<file path="src/rtl/regfile_wb_arbiter.sv">
// Round-robin arbiter sharing the register file write port between ALU, load unit and host,
// with a one-entry output stage, host lock mode and a pending-write mask for hazard stalls.
module regfile_wb_arbiter #(
    parameter int NUM_REG = 8,
    parameter int REG_AW  = 3,
    parameter int DATA_W  = 16
) (
    input  logic               clk_pi,
    input  logic               reset_pi,
    input  logic               clk_en_pi,
    input  logic               alu_valid_pi,
    input  logic [REG_AW-1:0]  alu_dest_pi,
    input  logic [DATA_W-1:0]  alu_data_pi,
    input  logic               alu_movi_lower_pi,
    input  logic               alu_movi_higher_pi,
    input  logic [7:0]         alu_immediate_pi,
    input  logic               alu_carry_pi,
    input  logic               alu_borrow_pi,
    output logic               alu_ready_po,
    input  logic               ld_valid_pi,
    input  logic [REG_AW-1:0]  ld_dest_pi,
    input  logic [DATA_W-1:0]  ld_data_pi,
    output logic               ld_ready_po,
    input  logic               host_valid_pi,
    input  logic [REG_AW-1:0]  host_dest_pi,
    input  logic [DATA_W-1:0]  host_data_pi,
    input  logic               host_lock_pi,
    output logic               host_ready_po,
    output logic               host_locked_po,
    input  logic               current_carry_pi,
    input  logic               current_borrow_pi,
    output logic               rf_clk_en_po,
    output logic               wr_destination_reg_po,
    output logic [REG_AW-1:0]  destination_reg_po,
    output logic [DATA_W-1:0]  dest_result_data_po,
    output logic               movi_lower_po,
    output logic               movi_higher_po,
    output logic [7:0]         immediate_po,
    output logic               new_carry_po,
    output logic               new_borrow_po,
    output logic [NUM_REG-1:0] pending_mask_po
);

    typedef enum logic {ARB, LOCK} state_t;

    state_t             state, state_nxt;
    logic [1:0]         rr_ptr;   // index of the last winner: 0 alu, 1 load, 2 host
    logic [2:0]         req_v, rr_gnt, gnt;

    logic               st_valid, st_alu;
    logic [REG_AW-1:0]  st_dest;
    logic [DATA_W-1:0]  st_data;
    logic               st_movi_l, st_movi_h;
    logic [7:0]         st_imm;
    logic               st_carry, st_borrow;

    assign req_v = {host_valid_pi, ld_valid_pi, alu_valid_pi};

    always_ff @(posedge clk_pi) begin
        if (reset_pi)       state <= ARB;
        else if (clk_en_pi) state <= state_nxt;
    end

    always_comb begin
        state_nxt = state;
        case (state)
            ARB:  if (host_lock_pi)  state_nxt = LOCK;
            LOCK: if (!host_lock_pi) state_nxt = ARB;
            default: state_nxt = ARB;
        endcase
    end

    // Search starts one past the last winner.
    always_comb begin
        rr_gnt = 3'b000;
        case (rr_ptr)
            2'd0: begin
                if      (req_v[1]) rr_gnt = 3'b010;
                else if (req_v[2]) rr_gnt = 3'b100;
                else if (req_v[0]) rr_gnt = 3'b001;
            end
            2'd1: begin
                if      (req_v[2]) rr_gnt = 3'b100;
                else if (req_v[0]) rr_gnt = 3'b001;
                else if (req_v[1]) rr_gnt = 3'b010;
            end
            default: begin
                if      (req_v[0]) rr_gnt = 3'b001;
                else if (req_v[1]) rr_gnt = 3'b010;
                else if (req_v[2]) rr_gnt = 3'b100;
            end
        endcase
    end

    always_comb begin
        gnt = 3'b000;
        if (clk_en_pi && !reset_pi)
            gnt = (state == LOCK) ? {req_v[2], 2'b00} : rr_gnt;
        host_locked_po = (state == LOCK);
    end

    assign alu_ready_po  = gnt[0];
    assign ld_ready_po   = gnt[1];
    assign host_ready_po = gnt[2];

    // Leaving LOCK parks the pointer on the host so the ALU is served next.
    always_ff @(posedge clk_pi) begin
        if (reset_pi) begin
            rr_ptr <= 2'd2;
        end else if (clk_en_pi) begin
            if (state == LOCK && state_nxt == ARB) rr_ptr <= 2'd2;
            else if (gnt[0])                       rr_ptr <= 2'd0;
            else if (gnt[1])                       rr_ptr <= 2'd1;
            else if (gnt[2])                       rr_ptr <= 2'd2;
        end
    end

    always_ff @(posedge clk_pi) begin
        if (reset_pi) begin
            st_valid  <= 1'b0;
            st_alu    <= 1'b0;
            st_dest   <= '0;
            st_data   <= '0;
            st_movi_l <= 1'b0;
            st_movi_h <= 1'b0;
            st_imm    <= '0;
            st_carry  <= 1'b0;
            st_borrow <= 1'b0;
        end else if (clk_en_pi) begin
            st_valid  <= |gnt;
            st_alu    <= gnt[0];
            st_movi_l <= gnt[0] & alu_movi_lower_pi;
            st_movi_h <= gnt[0] & alu_movi_higher_pi & ~alu_movi_lower_pi;
            st_imm    <= gnt[0] ? alu_immediate_pi : 8'h00;
            st_carry  <= alu_carry_pi;
            st_borrow <= alu_borrow_pi;
            if (gnt[0]) begin
                st_dest <= alu_dest_pi;
                st_data <= alu_data_pi;
            end else if (gnt[1]) begin
                st_dest <= ld_dest_pi;
                st_data <= ld_data_pi;
            end else if (gnt[2]) begin
                st_dest <= host_dest_pi;
                st_data <= host_data_pi;
            end
        end
    end

    // Non-ALU writes feed the live flags back so CARRY/BORROW stay unchanged.
    assign rf_clk_en_po          = st_valid & clk_en_pi;
    assign wr_destination_reg_po = st_valid;
    assign destination_reg_po    = st_valid ? st_dest : '0;
    assign dest_result_data_po   = st_valid ? st_data : '0;
    assign movi_lower_po         = st_valid & st_movi_l;
    assign movi_higher_po        = st_valid & st_movi_h;
    assign immediate_po          = st_valid ? st_imm : 8'h00;
    assign new_carry_po          = st_valid & (st_alu ? st_carry  : current_carry_pi);
    assign new_borrow_po         = st_valid & (st_alu ? st_borrow : current_borrow_pi);

    always_comb begin
        pending_mask_po = '0;
        if (st_valid) pending_mask_po[st_dest] = 1'b1;
    end

endmodule
</file>
<file path="config.mk">
export PLATFORM = sky130hd
export DESIGN_NAME = regfile_wb_arbiter
export DESIGN_NICKNAME = d
export VERILOG_FILES = /design/src/rtl/regfile_wb_arbiter.sv
export SDC_FILE = /design/constraint.sdc
export NUM_CORES = 1
export LEC_CHECK = 0
export ABC_CLOCK_PERIOD_IN_PS = 1800
export CAP_MARGIN = 0
export CORE_ASPECT_RATIO = 1.2
export CORE_MARGIN = 4
export CORE_UTILIZATION = 39
export DETAILED_ROUTE_END_ITERATION = 7
export GPL_TIMING_DRIVEN = 0
export PLACE_DENSITY = 0.81
export REMOVE_ABC_BUFFERS = 1
export SLEW_MARGIN = 20
export SYNTH_ARGS = -nofsm -noshare
export SYNTH_HDL_FRONTEND = slang
export SYNTH_SLANG_ARGS = --single-unit
</file>
<file path="constraint.sdc">
create_clock -name clk_pi -period 1.8 [get_ports clk_pi]
set_input_delay 0.36 -clock clk_pi [delete_from_list [all_inputs] [get_ports clk_pi]]
set_output_delay 0.36 -clock clk_pi [all_outputs]
set_load 0.05 [all_outputs]
</file>
Yosys cells after proc, flatten, opt, wreduce, memory -nomap -nowiden
Index checks and enable logic that the tools add are counted.

Bits in registers: 36. Input port bits: 78. Output and inout port bits: 45. Word-level logic and storage cells: 66.

$lt $le $gt $ge: 2. Equal/unequal tests: 1. Mux-type cells: 32. Bitwise gates (word level): 10. Reduce and logical (&&, ||, !) cells: 10.

Operator list (count): $mux W16 (4); $mux W3 (12); $mux W8 (3); $mux W2 (6); $and A1 B1 Y1 (8); $pmux W3 S2 (1); $mux W1 (5); $lt A3 B4 Y1 const B (1); $reduce_and A2 Y1 (2); $reduce_bool A4 Y1 (1); $demux W1 S3 (1); $ge A3 B1 Y1 const B (1); $logic_and A1 B1 Y1 (3); $reduce_bool A3 Y1 (1); $reduce_or A3 Y1 (1); $eq A2 B1 Y1 const B (1); $logic_not A2 Y1 (1); $not A1 Y1 (2); $logic_not A1 Y1 (1).

Depth between registers and ports, before layout
Gate-level depths: netlist (run 1).

Depth after elaboration: 10. Depth in mapped cells: 6.

Worst setup path before layout (run 1)
OpenSTA, ideal clock, no wires.

Kind: register to output. From: reg st_valid (netlist: wr_destination_reg_po). To: out pending_mask_po[1]. Arrival time: 2.004 ns. Data required time: 1.440 ns. Setup slack: -0.564 ns. Stages on the path, launching flop included: 3. Path buffers: 0. Cell sequence: dfxtp_1 > nand2_1 > nor3_1.

Cells in the longest elaborated chain, start to end: 1.

Ends and longest elaborated chain: start: declaration (line 50) `logic st_valid, st_alu;`; start signal: assignment (line 130) `st_valid <= |gnt;`; $mux W8 (line 163) `if (st_valid) pending_mask_po[st_dest] = 1'b1;`; end: declaration (line 41) `output logic [NUM_REG-1:0] pending_mask_po`.

Every way passes these cells.

Final worst setup path (run 1)
From: reg state (netlist: host_locked_po). To: out host_ready_po.

Cells in the longest elaborated chain, start to end: 2.

Ends and longest elaborated chain: start: declaration (line 46) `state_t state, state_nxt;`; start signal: assignment (line 61) `else if (clk_en_pi) state <= state_nxt;`; $mux W3 (line 98) `gnt = (state == LOCK) ? {req_v[2], 2'b00} : rr_gnt;`; $mux W3 (line 97) `if (clk_en_pi && !reset_pi)`; end: declaration (line 28) `output logic host_ready_po,`.

Every way passes these cells.

==> metrics.csv, run 1 <==
metric,value,unit
# port buffers,122,
Mapped Avg Cell Area,8.509,um^2
clock slew at reported path FFs,80,ps
"Cell Area, Synth",2221,um^2
RSZ-0062 raised after global routing,true,
P_leak,1.548,nW
"Seq/Total Area, Yosys",0.3245,
number of synthesized register bits,36,
most frequent cells in the layout,"72 x clkdlybuf4s50_1, 40 x nor2_1, 39 x nand3_1, 32 x dfxtp_1, 30 x and2_1",
placed cell areas,3542,um^2
WS Path Type,reg2out,
GR Overflow Total,0,
clock root buffer master,clkbuf_8,
status,"complete, but fails checks",
share of layout cells above drive strength 1,0.3518,
Final WS setup,-30.85,ps
Residual DRC,0,
Final Cycle Share,1.017,
"most used cell, CP",buf_6,
Hold Path Origin,clk_en_pi,
Fin. Hold Viols,0,
CP max stage cell,or3b_4,
"critical path, cell by cell",or3b_4 -> o311ai_4 -> buf_6 -> inv_2 -> buf_6,
Final Util,0.7251,
clock sinks,36,
Initial Util,0.4108,
ANT cells,0,
Cell Rows,29,
setup violators final,1,
CP bufs+invs,3,
synth-to-layout area growth,76.51,%
number of global-route vias before repair,2594,
1st-iter DRT viols,63,
Worst-Margin Slew,502.9,ps
arrival time worst endpoint,1470,ps
nature of the critical path startpoint,flop,
routed wire length,8225,um
hold slack,450.1,ps
largest area contributor in the netlist,dfxtp_1,
largest net degree at the start of global routing,21,
Via density,5.435,
clk_lat worst skew,290,ps
pwr dens,655.9,nW/um^2
Worst Setup End Kind,output pin,
global placement routability congestion,0.7630,
antenna violations before repair,0,
synthesized instance count,261,
minimum clock period after layout,1831,ps
CP required,1440,ps
Setup TNS Final,-30.85,ps
Reg2Reg Launch Point,host_locked_po$_SDFFE_PP0P_,
Area contributors post-synth,"dfxtp_1 32%, a311oi_2 11%, nand3_1 8.8%",
Slew HR,0.6647,
antenna-violating nets left,0,
maximum vdd ir drop,0.4418,mV
detailed-route via count,2500,
I/O Pins,123,
Synth Warn #,0,
hold_buf cts,0,
CP Launch Point,host_locked_po$_SDFFE_PP0P_,
crit path max fanout,3,
Max Root-Sink Buffers,2,
total number of H-tree levels,2,
Yosys cell types,35,
CTS tree,done,
Die Area,6971,um^2
failing checks,setup timing,
# nets final,475,
Hold Path Class,in2reg,
DP HPWL,5417,um
routed wire length per instance,17.88,um
CP max stage delay,400,ps
Max Fclk,546.2,MHz
dpl ws,-1476,ps
placed cells,428,
final max-slew violation count,0,
CTS buffer count,5,
fill cell count,424,
first-pass GRT wire length,12920,um
Total Power,2.571,mW
Final Cell Area,3920,um^2
Die Width,76.89,um
Max-Cap Viols,0,
core area,5406,um^2
GR Util All Layers,0.2297,
top-area cell type share of the netlist area,0.3245,
Clock Skew,2.323,ps
"leading cell type in the layout, fill and taps excluded",clkdlybuf4s50_1,
post-route insts no fill,460,
Die H,90.67,um
DR pass1 iterations,4,
"delay-heaviest family, CP",simple AND/OR/NAND/NOR gates,
-- final cells by class --
| cell class | instances | area [um^2] | area share |
|---|---|---|---|
| inverters | 6 | 22.52 | 0.005745 |
| multi-input cells | 195 | 1429 | 0.3645 |
| clock inverters | 3 | 90.09 | 0.02298 |
| repair buffers | 153 | 1499 | 0.3824 |
| flip-flops and latches | 36 | 733.2 | 0.1870 |
| well taps | 62 | 77.57 | 0.01979 |
| clock buffers | 5 | 68.82 | 0.01756 |
-- power by group --
part           switching [mW]  internal [mW]
sequential             0.0320          0.840
clock                   0.321          0.694
combinational           0.333          0.351
-- final timing paths --
path	depth (start not counted)	end	slack, ps
worst max-delay path	5	host_ready_po	-30
worst min-delay path	3	st_carry$_SDFFE_PP0P_	450
worst max register to register	8	rr_ptr[0]$_SDFFE_PP0P_	60
worst min register to register	2	st_movi_h$_SDFFE_PP0P_	460
-- cells by family after synthesis --
| kind of cell | Yosys count | synth area share |
|---|---|---|
| flip-flops | 36 | 0.3245 |
| AO/OA/AOI/OAI | 58 | 0.2761 |
| buffers and inverters | 31 | 0.07267 |
| multiplexers | 5 | 0.02254 |
| AND/OR/NAND/NOR | 131 | 0.3042 |
-- synth_stat cells --
cell type  number
a211oi_2        1
a21oi_1         2
a22o_1          1
a22oi_1         1
a311oi_1        2
a311oi_2       17
a31oi_1         1
a32oi_1         9
a41o_1          1
and2_1         31
and3b_1         1
buf_1           1
buf_12          1
buf_2          11
buf_4           1
buf_8           1
clkbuf_1       10
dfxtp_1        36
inv_1           6
mux2i_1         5
nand2_1         5
nand2b_1        5
nand3_1        39
nand4b_1        1
nor2_1         41
nor2b_1         4
nor3_1          2
nor3b_4         1
o21ai_0         2
o21ai_1         1
o21ai_2        17
o21bai_1        1
o221ai_1        1
o311ai_4        1
or3b_4          1
-- registers in the layout, summed over array words and instances (netlist names) --
register	cells
st_movi_l	1
wr_destination_reg_po	1
host_locked_po	1
st_movi_h	1
st_borrow	1
st_data	16
st_alu	1
rr_ptr	2
st_dest	3
st_imm	8
st_carry	1
-- per-layer routing --
metal,GRT usage,part of all wire,up-vias
met5,0,0,-
met4,0.08157,0.019,0
met3,0.07485,0.086,13
met2,0.4186,0.52,102
met1,0.2437,0.38,1177
li1,-,-,1208
-- repair_timing --
action,4_1_cts,5_1_grt
buffers inserted,16,7
gates resized for setup,217,15
cloned,2,0
pin swaps,6,4
setup endpoints to repair,78,48
-- worst min-delay path: stages --
cell,delay (ps)
clkbuf_2,180
mux2i_1,90
nor2_1,70
(Power assumes the default switching activity.)
==> run 2, diff against run 1 <==
--- a/config.mk
+++ b/config.mk
@@ -8,9 +8,9 @@
 export ABC_CLOCK_PERIOD_IN_PS = 1800
 export CAP_MARGIN = 0
 export CORE_ASPECT_RATIO = 1.2
-export CORE_MARGIN = 4
 export CORE_UTILIZATION = 39
 export DETAILED_ROUTE_END_ITERATION = 7
+export GPL_ROUTABILITY_DRIVEN = 0
 export GPL_TIMING_DRIVEN = 0
 export PLACE_DENSITY = 0.81
 export REMOVE_ABC_BUFFERS = 1
==> metrics.csv, run 2 (synthesized netlist as in run 1, its figures left out) <==
metric,value,unit,change
1st-iter DRT viols,141,,was 63
number of global-route vias before repair,2493,,"was 2,594"
placed cell areas,3520,um^2,was 3542 um^2
Final WS setup,-24.28,ps,was -30.85 ps
Max Root-Sink Buffers,2,,unchanged
end point of the critical path,host_ready_po,,unchanged
Reg2Reg Launch Point,host_locked_po$_SDFFE_PP0P_,,unchanged
share of layout cells above drive strength 1,0.3460,,was 0.3518
DR pass1 iterations,6,,was 4
Max Fclk,548.2,MHz,was 546.2 MHz
Residual DRC,22,,was 0
I/O Pins,123,,unchanged
CP required,1440,ps,about the same
synth-to-layout area growth,70.87,%,was 76.51%
clock root buffer master,clkbuf_8,,unchanged
total number of H-tree levels,2,,unchanged
Worst R2R End,st_dest[0]$_SDFFE_PP0P_,,was rr_ptr[0]$_SDFFE_PP0P_
status,"complete, but fails checks",,unchanged
ANT cells,0,,unchanged
antenna-violating nets left,0,,unchanged
clk_lat worst skew,290,ps,about the same
arrival time worst endpoint,1460,ps,was 1470 ps
placed cells,426,,was 428
Final Cell Area,3795,um^2,was 3920 um^2
GR Util All Layers,0.2539,,was 0.2297
Final Cycle Share,1.013,,was 1.017
Hold Path Class,in2reg,,unchanged
CTS buffer count,5,,unchanged
top flop regs,"st_data: 16 flops, st_imm: 8 flops, st_dest: 3 flops",,unchanged
Die Width,70.89,um,was 76.89 um
Cell Rows,29,,unchanged
"Most flops, register",st_data,,unchanged
crit path max fanout,6,,was 3
Reg2Reg Depth,4,,was 8
minimum clock period after layout,1824,ps,was 1831 ps
Worst Setup End Kind,output pin,,unchanged
core area,5370,um^2,was 5406 um^2
"leading cell type in the layout, fill and taps excluded",clkdlybuf4s50_1,,unchanged
Die H,84.67,um,was 90.67 um
# nets final,473,,was 475
antenna violations before repair,0,,unchanged
final max-slew violation count,0,,unchanged
clock sinks,36,,unchanged
# port buffers,122,,unchanged
nature of the critical path startpoint,flop,,unchanged
dpl ws,-1446,ps,was -1476 ps
clock slew at reported path FFs,80,ps,about the same
WS Path Type,reg2out,,unchanged
post-route insts no fill,458,,was 460
Initial Util,0.4136,,was 0.4108
failing checks,"DRC, setup timing",,was setup timing
Max-Cap Viols,0,,unchanged
GR Overflow Total,0,,unchanged
most frequent cells in the layout,"72 x clkdlybuf4s50_1, 40 x nor2_1, 39 x nand3_1, 33 x dfxtp_1, 30 x and2_1",,"was 72 x clkdlybuf4s50_1, 40 x nor2_1, 39 x nand3_1, 32 x dfxtp_1, 30 x and2_1"
max reg flops,16,,unchanged
Via density,5.487,,was 5.435
P_leak,1.508,nW,was 1.548 nW
Clock Skew,8.573,ps,was 2.323 ps
Setup TNS Final,-24.28,ps,was -30.85 ps
routed wire length,7683,um,was 8225 um
Final Util,0.7067,,was 0.7251
FF-to-FF setup slack,90,ps,was 60 ps
largest net degree at the start of global routing,24,,was 21
Die Area,6001,um^2,was 6971 um^2
RSZ-0062 raised after global routing,true,,unchanged
CP Launch Point,host_locked_po$_SDFFE_PP0P_,,unchanged
pwr dens,596.4,nW/um^2,was 655.9 nW/um^2
setup violators final,1,,unchanged
routed wire length per instance,16.78,um,was 17.88 um
Worst-Margin Slew,609.5,ps,was 502.9 ps
DP HPWL,4750,um,was 5417 um
Fin. Hold Viols,0,,unchanged
CTS tree,done,,unchanged
maximum vdd ir drop,0.3835,mV,was 0.4418 mV
detailed-route via count,2513,,"was 2,500"
first-pass GRT wire length,12010,um,"was 12,920 um"
Slew HR,0.5923,,was 0.6647
## run 2: cell count changes in the layout (fill, tap and decap cells not counted), sizes merged, moves of 2 or more
cell           delta
clkdlybuf4s15     -8
bufinv            -2
clkbuf            +8
buf               -2
## run 2: worst max-delay path, stage by stage (launching register included)
cell	delay (ps)
dfxtp_4	370
or3b_4	410
o311ai_4	80
buf_6	150
inv_2	30
buf_6	140
## run 2: power breakdown
group,switching [mW],internal [mW],total (mW)
Sequential,0.0314,0.840,0.871
Clock,0.310,0.410,0.720
Combinational,0.331,0.341,0.672
Total,0.673,1.59,2.26
## run 2: through the flow
step | hold slack [ps] | power (mW)
after floorplan | 427.9 | 1.159
after global routing | 358.4 | 2.359
after detailed placement | 458.8 | 1.487
after global placement | 451.3 | 1.443
final | 359.5 | 2.263
after CTS | 367.4 | 2.232
## run 2: worst min path at each step
stage	from	end	slack [ps]	depth (start not counted)
finish	reset_pi	st_movi_l$_SDFFE_PP0P_	360	2
global route	reset_pi	st_data[8]$_SDFFE_PP0P_	360	2
CTS	reset_pi	st_movi_l$_SDFFE_PP0P_	370	2
detailed placement	st_movi_h$_SDFFE_PP0P_	st_movi_h$_SDFFE_PP0P_	460	2
global placement	st_movi_h$_SDFFE_PP0P_	st_movi_h$_SDFFE_PP0P_	450	2
floorplan	reset_pi	st_data[10]$_SDFFE_PP0P_	430	1
## run 2: per-layer routing
layer / wire length, um / GRT usage / vias to the layer above
li1: - / - / 1205
met1: 3159 / 0.3013 / 1190
met2: 3882 / 0.4598 / 105
met3: 527 / 0.06002 / 13
met4: 113 / 0.05636 / 0
met5: 0 / 0 / -
## run 2: timing repair
item / 4_1_cts / 5_1_grt
hold buffers: 0 / 0
resized for setup: 204 / 28
gates cloned: 2 / 2
setup endpoints to repair: 71 / 53
setup buffers: 7 / 13
pin swaps: 5 / 6
## run 2: area by class of cell
class	instances	area, um^2
Clock buffer	5	68.82
Clock inverter	3	42.54
Fill cell	453	1575
Inverter	6	22.52
Multi-Input combinational cell	196	1438
Sequential cell	36	732.0
Tap cell	62	77.57
Timing Repair Buffer	150	1414
